--- src/rtl/shr_stim_seq.sv ---
// Stimulus sequencer and response compactor for the BRAM shift-register harness.
// Optional feature macro: SHR_STIM_MISR_EN (defined = 16-bit MISR, undefined = last-8-bit capture).
module shr_stim_seq #(
   parameter int          DIN_N  = 8,
   parameter int          DOUT_N = 8,
   parameter int          NVEC   = 16,
   parameter logic [15:0] SEED   = 16'hACE1
) (
   input  logic        clk,
   input  logic        rst,
   input  logic        start,
   input  logic        dut_do,
   output logic        di,
   output logic        stb,
   output logic        busy,
   output logic        done,
   output logic [15:0] vec_cnt,
   output logic [15:0] signature
);

   typedef enum logic [2:0] {IDLE, SHIFT, STROBE, CAPTURE, DONE} state_t;

   localparam int              CNT_MAX    = (DIN_N > DOUT_N) ? DIN_N : DOUT_N;
   localparam int              CNT_W      = $clog2(CNT_MAX + 1);
   localparam logic [CNT_W-1:0] SHIFT_LAST = CNT_W'(DIN_N - 1);
   localparam logic [CNT_W-1:0] CAP_LAST   = CNT_W'(DOUT_N - 1);
   localparam logic [15:0]      NVEC_W     = 16'(NVEC);

   state_t             state_q, state_d;
   logic [CNT_W-1:0]   bit_cnt_q, bit_cnt_d;
   logic [15:0]        lfsr_q, lfsr_d;
   logic [15:0]        vec_cnt_q, vec_cnt_d;
   logic [15:0]        sig_q, sig_d;
   logic               di_q, di_d;
   logic               stb_q, stb_d;
   logic               busy_q, busy_d;
   logic               done_q, done_d;

   // Fibonacci x^16+x^14+x^13+x^11+1, shifting left with feedback into bit 0.
   function automatic logic [15:0] lfsr_step(input logic [15:0] s);
      return {s[14:0], s[15] ^ s[13] ^ s[12] ^ s[10]};
   endfunction

   // Vectors wider than the LFSR are zero-extended above bit 15.
   function automatic logic vec_bit(input logic [15:0] s, input int idx);
      if (idx < 16) return s[idx[3:0]];
      return 1'b0;
   endfunction

   function automatic logic [15:0] sig_step(input logic [15:0] s, input logic b);
`ifdef SHR_STIM_MISR_EN
      return {s[14:0], 1'b0} ^ ((s[15] ^ b) ? 16'h1021 : 16'h0000);
`else
      return {s[14:0], b} & 16'h00FF;
`endif
   endfunction

   always_comb begin
      state_d   = state_q;
      bit_cnt_d = bit_cnt_q;
      lfsr_d    = lfsr_q;
      vec_cnt_d = vec_cnt_q;
      sig_d     = sig_q;
      case (state_q)
         IDLE: begin
            if (start) begin
               state_d   = SHIFT;
               bit_cnt_d = '0;
               lfsr_d    = SEED;
               vec_cnt_d = '0;
               sig_d     = '0;
            end
         end
         SHIFT: begin
            if (bit_cnt_q == SHIFT_LAST) begin
               state_d   = STROBE;
               bit_cnt_d = '0;
            end else begin
               bit_cnt_d = bit_cnt_q + CNT_W'(1);
            end
         end
         STROBE: begin
            lfsr_d    = lfsr_step(lfsr_q);
            bit_cnt_d = '0;
            state_d   = CAPTURE;
         end
         CAPTURE: begin
            sig_d = sig_step(sig_q, dut_do);
            if (bit_cnt_q == CAP_LAST) begin
               bit_cnt_d = '0;
               vec_cnt_d = vec_cnt_q + 16'd1;
               state_d   = (vec_cnt_q + 16'd1 == NVEC_W) ? DONE : SHIFT;
            end else begin
               bit_cnt_d = bit_cnt_q + CNT_W'(1);
            end
         end
         DONE:    state_d = IDLE;
         default: state_d = IDLE;
      endcase

      // Outputs are decoded from the next state so the registered copies line up with state_q.
      di_d   = (state_d == SHIFT) ? vec_bit(lfsr_d, DIN_N - 1 - int'(bit_cnt_d)) : 1'b0;
      stb_d  = (state_d == STROBE);
      busy_d = (state_d == SHIFT) || (state_d == STROBE) || (state_d == CAPTURE);
      done_d = (state_d == DONE);
   end

   always_ff @(posedge clk) begin
      if (rst) begin
         state_q   <= IDLE;
         bit_cnt_q <= '0;
         lfsr_q    <= SEED;
         vec_cnt_q <= '0;
         sig_q     <= '0;
         di_q      <= 1'b0;
         stb_q     <= 1'b0;
         busy_q    <= 1'b0;
         done_q    <= 1'b0;
      end else begin
         state_q   <= state_d;
         bit_cnt_q <= bit_cnt_d;
         lfsr_q    <= lfsr_d;
         vec_cnt_q <= vec_cnt_d;
         sig_q     <= sig_d;
         di_q      <= di_d;
         stb_q     <= stb_d;
         busy_q    <= busy_d;
         done_q    <= done_d;
      end
   end

   assign di        = di_q;
   assign stb       = stb_q;
   assign busy      = busy_q;
   assign done      = done_q;
   assign vec_cnt   = vec_cnt_q;
   assign signature = sig_q;

endmodule
--- config.mk ---
export PLATFORM = sky130hd
export DESIGN_NAME = shr_stim_seq
export DESIGN_NICKNAME = d
export VERILOG_FILES = /design/src/rtl/shr_stim_seq.sv
export SDC_FILE = /design/constraint.sdc
export NUM_CORES = 1
export LEC_CHECK = 0
export ABC_AREA = 1
export CAP_MARGIN = 30
export CORE_UTILIZATION = 55
export CTS_BUF_LIST = sky130_fd_sc_hd__clkbuf_4 sky130_fd_sc_hd__clkbuf_8
export CTS_CLUSTER_DIAMETER = 80
export CTS_CLUSTER_SIZE = 8
export DETAILED_ROUTE_END_ITERATION = 10
export PLACE_DENSITY_LB_ADDON = 0.08
export SLEW_MARGIN = 10
export SYNTH_ARGS = -nofsm -noshare
export SYNTH_HDL_FRONTEND = slang
export SYNTH_SLANG_ARGS = --single-unit
--- constraint.sdc ---
create_clock -name clk -period 5.3 [get_ports clk]
set_clock_uncertainty 0.1 [all_clocks]
set_input_delay 1.59 -clock clk [delete_from_list [all_inputs] [get_ports clk]]
set_output_delay 1.59 -clock clk [all_outputs]
set_load 0.02 [all_outputs]
=== Word level (Yosys, flattened, before mapping) ===
Index checks and enable logic that the tools add are counted.

* Input port bits: 4
* Output and inout bits: 36
* Logic and storage cells: 56
* Register bits: 59

* Magnitude comparators: 2
* Muxes and demuxes: 18
* Eq/ne operators: 11
* Reductions and logical operators: 8
* Bitwise logic cells: 5
* Add/subtract/negate cells: 3

{| class="wikitable"
|+ Operators by type and width
! operator !! number
|-
| $pmux 16 s2 || 3
|-
| $mux 16 || 3
|-
| $add 16x1->16 const B || 1
|-
| $eq 16x5->1 const B || 1
|-
| $eq 3x2->1 const B || 4
|-
| $mux 3 || 4
|-
| $pmux 3 s4 || 1
|-
| $pmux 4 s3 || 1
|-
| $mux 4 || 2
|-
| $eq 3x1->1 const B || 2
|-
| $lt 5x6->1 const B || 1
|-
| $lt 4x5->1 const B || 1
|-
| $sub 3x4->5 const A || 1
|-
| $add 4x1->4 const B || 1
|-
| $bmux 1 s4 || 1
|-
| $eq 4x3->1 const B || 1
|-
| $ne 2x2->1 const B || 2
|-
| $eq 3x3->1 const B || 1
|-
| $logic_not 3->1 || 1
|-
| $mux 1 || 3
|-
| $reduce_and 3->1 || 1
|-
| $reduce_or 3->1 || 1
|-
| $xor 1x1->1 || 3
|-
| $logic_or 1x1->1 || 2
|-
| 4 further kinds || 5
|}

=== Logic depth before layout (Yosys ltp) ===
* Depth after elaboration: 8
* Gate-level depth with buffers: 15
* Mapped depth without buffers: 15

=== Least setup slack after synthesis ===
No wires, ideal clock.

* Path type: input-to-reg
* Start point: input port start
* End point: register di_q (netlist: di)
* Setup time: 0.111 ns
* Data required time: 5.089 ns
* Buffers on the path: 1
* Data arrival time: 2.525 ns
* Stages: 11
* Path slack: 2.563 ns
* Path through: o21ai_2 buf_2 nand2_1 o21ai_0 nand2_1 nand3_1 nand3_1 nand3_1 nand2_1 nand2_1 nor2_1

* Longest elaborated chain between the ends: 7
* Elaborated cells between the ends (all ways): 16
* Classes of those cells: add/sub (1); order compare (1); eq/ne (1); mux (10); bitwise (2); reduce/logical (1)

{| class="wikitable"
|+ RTL lines
! what !! RTL line !! source
|-
| start, declared || 11 || <nowiki>input logic start,</nowiki>
|-
| $mux 4 || 66 || <nowiki>if (start) begin</nowiki>
|-
| $pmux 4 s3 || 64 || <nowiki>case (state_q)</nowiki>
|-
| $sub 3x4->5 || 102 || <nowiki>di_d = (state_d == SHIFT) ? vec_bit(lfsr_d, DIN_N - 1 - int'(bit_cnt_d)) : 1'b0;</nowiki>
|-
| $lt 5x6->1 || 46 || <nowiki>if (idx < 16) return s[idx[3:0]];</nowiki>
|-
| $mux 1 || 46 ||
|-
| $not 1->1 (no source line) || n/a ||
|-
| $reduce_or 3->1 (no source line) || n/a ||
|-
| end signal, assigned || 125 || <nowiki>di_q <= di_d;</nowiki>
|-
| end, declared || 34 || <nowiki>logic di_q, di_d;</nowiki>
|}

Several ways; a longest one is shown, not always the timed one. The select of a mux whose other input is x is not followed.
A chain may end at the register's enable or synchronous reset.

=== Worst setup path after layout ===
Same ends and word-level chain as after synthesis.

==> impl_metrics.tcl <==
set metrics [dict create \
    drt_iter0_drc 196 \
    power_frac_seq_pct 50.8 \
    rows 25 \
    synth-simple-area-share_pct 40.25 \
    final_nets 488 \
    synth_xor_area_share_pct 0.6132 \
    num_vias 2840 \
    crit_required_ns 5.45 \
    cts_tree "done" \
    clk_pin_slew_ns 0.09 \
    vias_per_cell 5.173 \
    chipWidth_um 74.07 \
    slew_headroom_pct 45.91 \
    swShare_pct 22.36 \
    yosys_warnings 0 \
    place_congestion 0.8793 \
    p_clk_share_pct 42.0 \
    wl_per_cell_um 11.69 \
    setup_tns_ns 0 \
    max_cap_viol_count 0 \
    vdd_drop_max_v 0.0001488 \
    startpoint "start" \
    fmax_ghz 0.3117 \
    netlist_area_um2 2856 \
    ios 40 \
    dieArea_um2 5486 \
    status "completed" \
    yosysSeqAreaShare_pct 35.74 \
    final_cell_mix "nand2_1 (152), inv_1 (56), dfxtp_1 (51)" \
    synth_top_family_by_area "simple AND/OR/NAND/NOR gates" \
    critPathMaxFanout 15 \
    dp_hpwl_mm 4.634 \
    synth_mux_area_share_pct 0 \
    p_int_uw 594.3 \
    final-setup-viol-count 0 \
    path_class "primary input to flip-flop" \
    rrSetupSlack_ns 2.74 \
    die_h_um 74.07 \
    ant_nets 0 \
    cts_buffer_depth 2 \
    grt_max_degree 24 \
    synth-compound-area-share_pct 9.943 \
    diodes 0 \
    slew_viol_final 0 \
    p_comb_share_pct 7.2 \
    synth_cell_type_count 30 \
    grt_pass1_wl_mm 10.47 \
    drc_errors 0 \
    clock-sinks 51 \
    final_common_cell "nand2_1" \
    numCtsBuffers 5 \
    switchingPower_uw 171.1 \
    min_from "signature[2]$_SDFFE_PP0P_" \
    wirelength_mm 6.420 \
    period_needed_ns 3.208 \
    clk_latency_ns 0.31 \
    h-tree-depth 2 \
    syn_to_final_growth_pct 15.51 \
    antenna_found_initial 0 \
    synth_fa_ha_area_share_pct 1.314 \
    io_buffers 31 \
    hold_buffers 0 \
    grt_pass1_vias 2411 \
    p_leak_nw 1.393 \
    coreArea_um2 4848 \
    synthCells 455 \
    ctsResizeCount 0 \
    ys_ff_latch 51 \
    report.final.hold_viol_count 0 \
    hold_path.class "flip-flop to flip-flop" \
    track_usage_pct 24.55 \
    root_buffer "clkbuf_8" \
    critPathLaunchType "primary input" \
    drive_gt1_share_pct 6.846 \
    rsz0062_at_grt "false" \
    period_share_pct 60.53 \
    dr.pass1.iters 5 \
    powerDensity_nw_per_um2 232.0 \
    start_util_pct 58.92 \
    avgSynthCellArea_um2 6.278 \
    grt.overflow.total 0 \
    r2r-start "state_q[1]$_SDFF_PP0_" \
    tightest_slew_ns 0.8084 \
    cp-end-kind "flip-flop" \
    cp.arrival_ns 3.36 \
    p_total_uw 765.4 \
    cts_setup_buffers 0 \
]
through the flow:
stage                     cells  setup slack [ns]  hold slack [ns]  area (um^2)  utilization [%]
final                       549             2.092           0.3835         3299            68.05
after detailed placement    541             1.838           0.3753         3163            65.24
after global routing        549             1.873           0.4071         3299            68.05
after floorplan             462             2.563           0.3805         2883                -
after global placement      541             1.883           0.3671         3163            65.24
after CTS                   549             2.122           0.3882         3299            68.05
path summary, 6_finish.rpt:
check                                    to  cells past startpoint
setup reg to reg    vec_cnt[0]$_SDFFE_PP0P_                      9
hold / removal    signature[3]$_SDFFE_PP0P_                      2
setup / recovery              di$_SDFF_PP0_                     12
hold reg to reg   signature[3]$_SDFFE_PP0P_                      2
layout make-up:
cell class	instances	area, um^2
fillers	457	1549
multi-input cells	332	1519
flip-flops and latches	51	1021
repair buffers	32	317.8
inverters	59	221.5
well taps	67	83.83
clock buffers	6	76.32
clock inverters	2	60.06
flip-flops by register name, indices dropped and copies added (netlist names):
name       flops
di             1
state_q        3
stb            1
bit_cnt_q      4
done           1
lfsr_q        16
vec_cnt       16
busy           1
signature      8
power groups by stage:
stage                     clock network [mW]  logic [mW]  registers [mW]
after floorplan                            0      0.0439           0.399
after detailed placement                   0      0.0543           0.397
after CTS                              0.327      0.0550           0.389
after global placement                     0      0.0541           0.398
final                                  0.321      0.0553           0.389
after global routing                   0.343      0.0614           0.389
worst max-delay path: stages:
cell             delay [ns]
clkdlybuf4s50_1        0.45
o21ai_2                0.49
nand2_1                0.09
o21ai_0                0.14
nand2_1                0.08
nand2_1                0.08
nand2_1                0.05
nand3_1                0.09
nand3_1                0.09
nand2_1                0.08
nand2_1                0.05
nor2_1                 0.08
synthesized netlist by cell type, drive strengths merged:
cell / instances / area, um^2
nand3b: 1 / 7.510
clkbuf: 6 / 22.52
ha: 3 / 37.54
nand2: 158 / 613.1
nor3: 2 / 10.01
inv: 59 / 221.5
nor2: 49 / 219.0
o21ai: 23 / 118.9
nand4: 9 / 56.30
a21boi: 1 / 11.26
or2: 1 / 6.260
nand3: 44 / 225.2
buf: 14 / 98.84
nor4: 2 / 12.51
conb: 1 / 3.750
dfxtp: 51 / 1021
a21oi: 27 / 135.1
xor2: 2 / 17.52
o21bai: 2 / 18.77
layer usage:
metal / wire (um) / share of wire (%) / global-route usage (%) / up-vias
li1: - / - / - / 1467
met1: 3077 / 48 / 32.80 / 1300
met2: 3012 / 47 / 41.11 / 64
met3: 264 / 4.1 / 4.065 / 9
met4: 65 / 1.0 / 6.410 / 0
met5: 0 / 0 / 0 / -
cell families after synthesis:
family          after synthesis
simple gates                266
buf+inv                      79
compound gates               53
flops                        51
fa+ha+maj                     3
xor+xnor                      2
other cells                   1
Note: power is estimated with default switching activity, not from simulation.
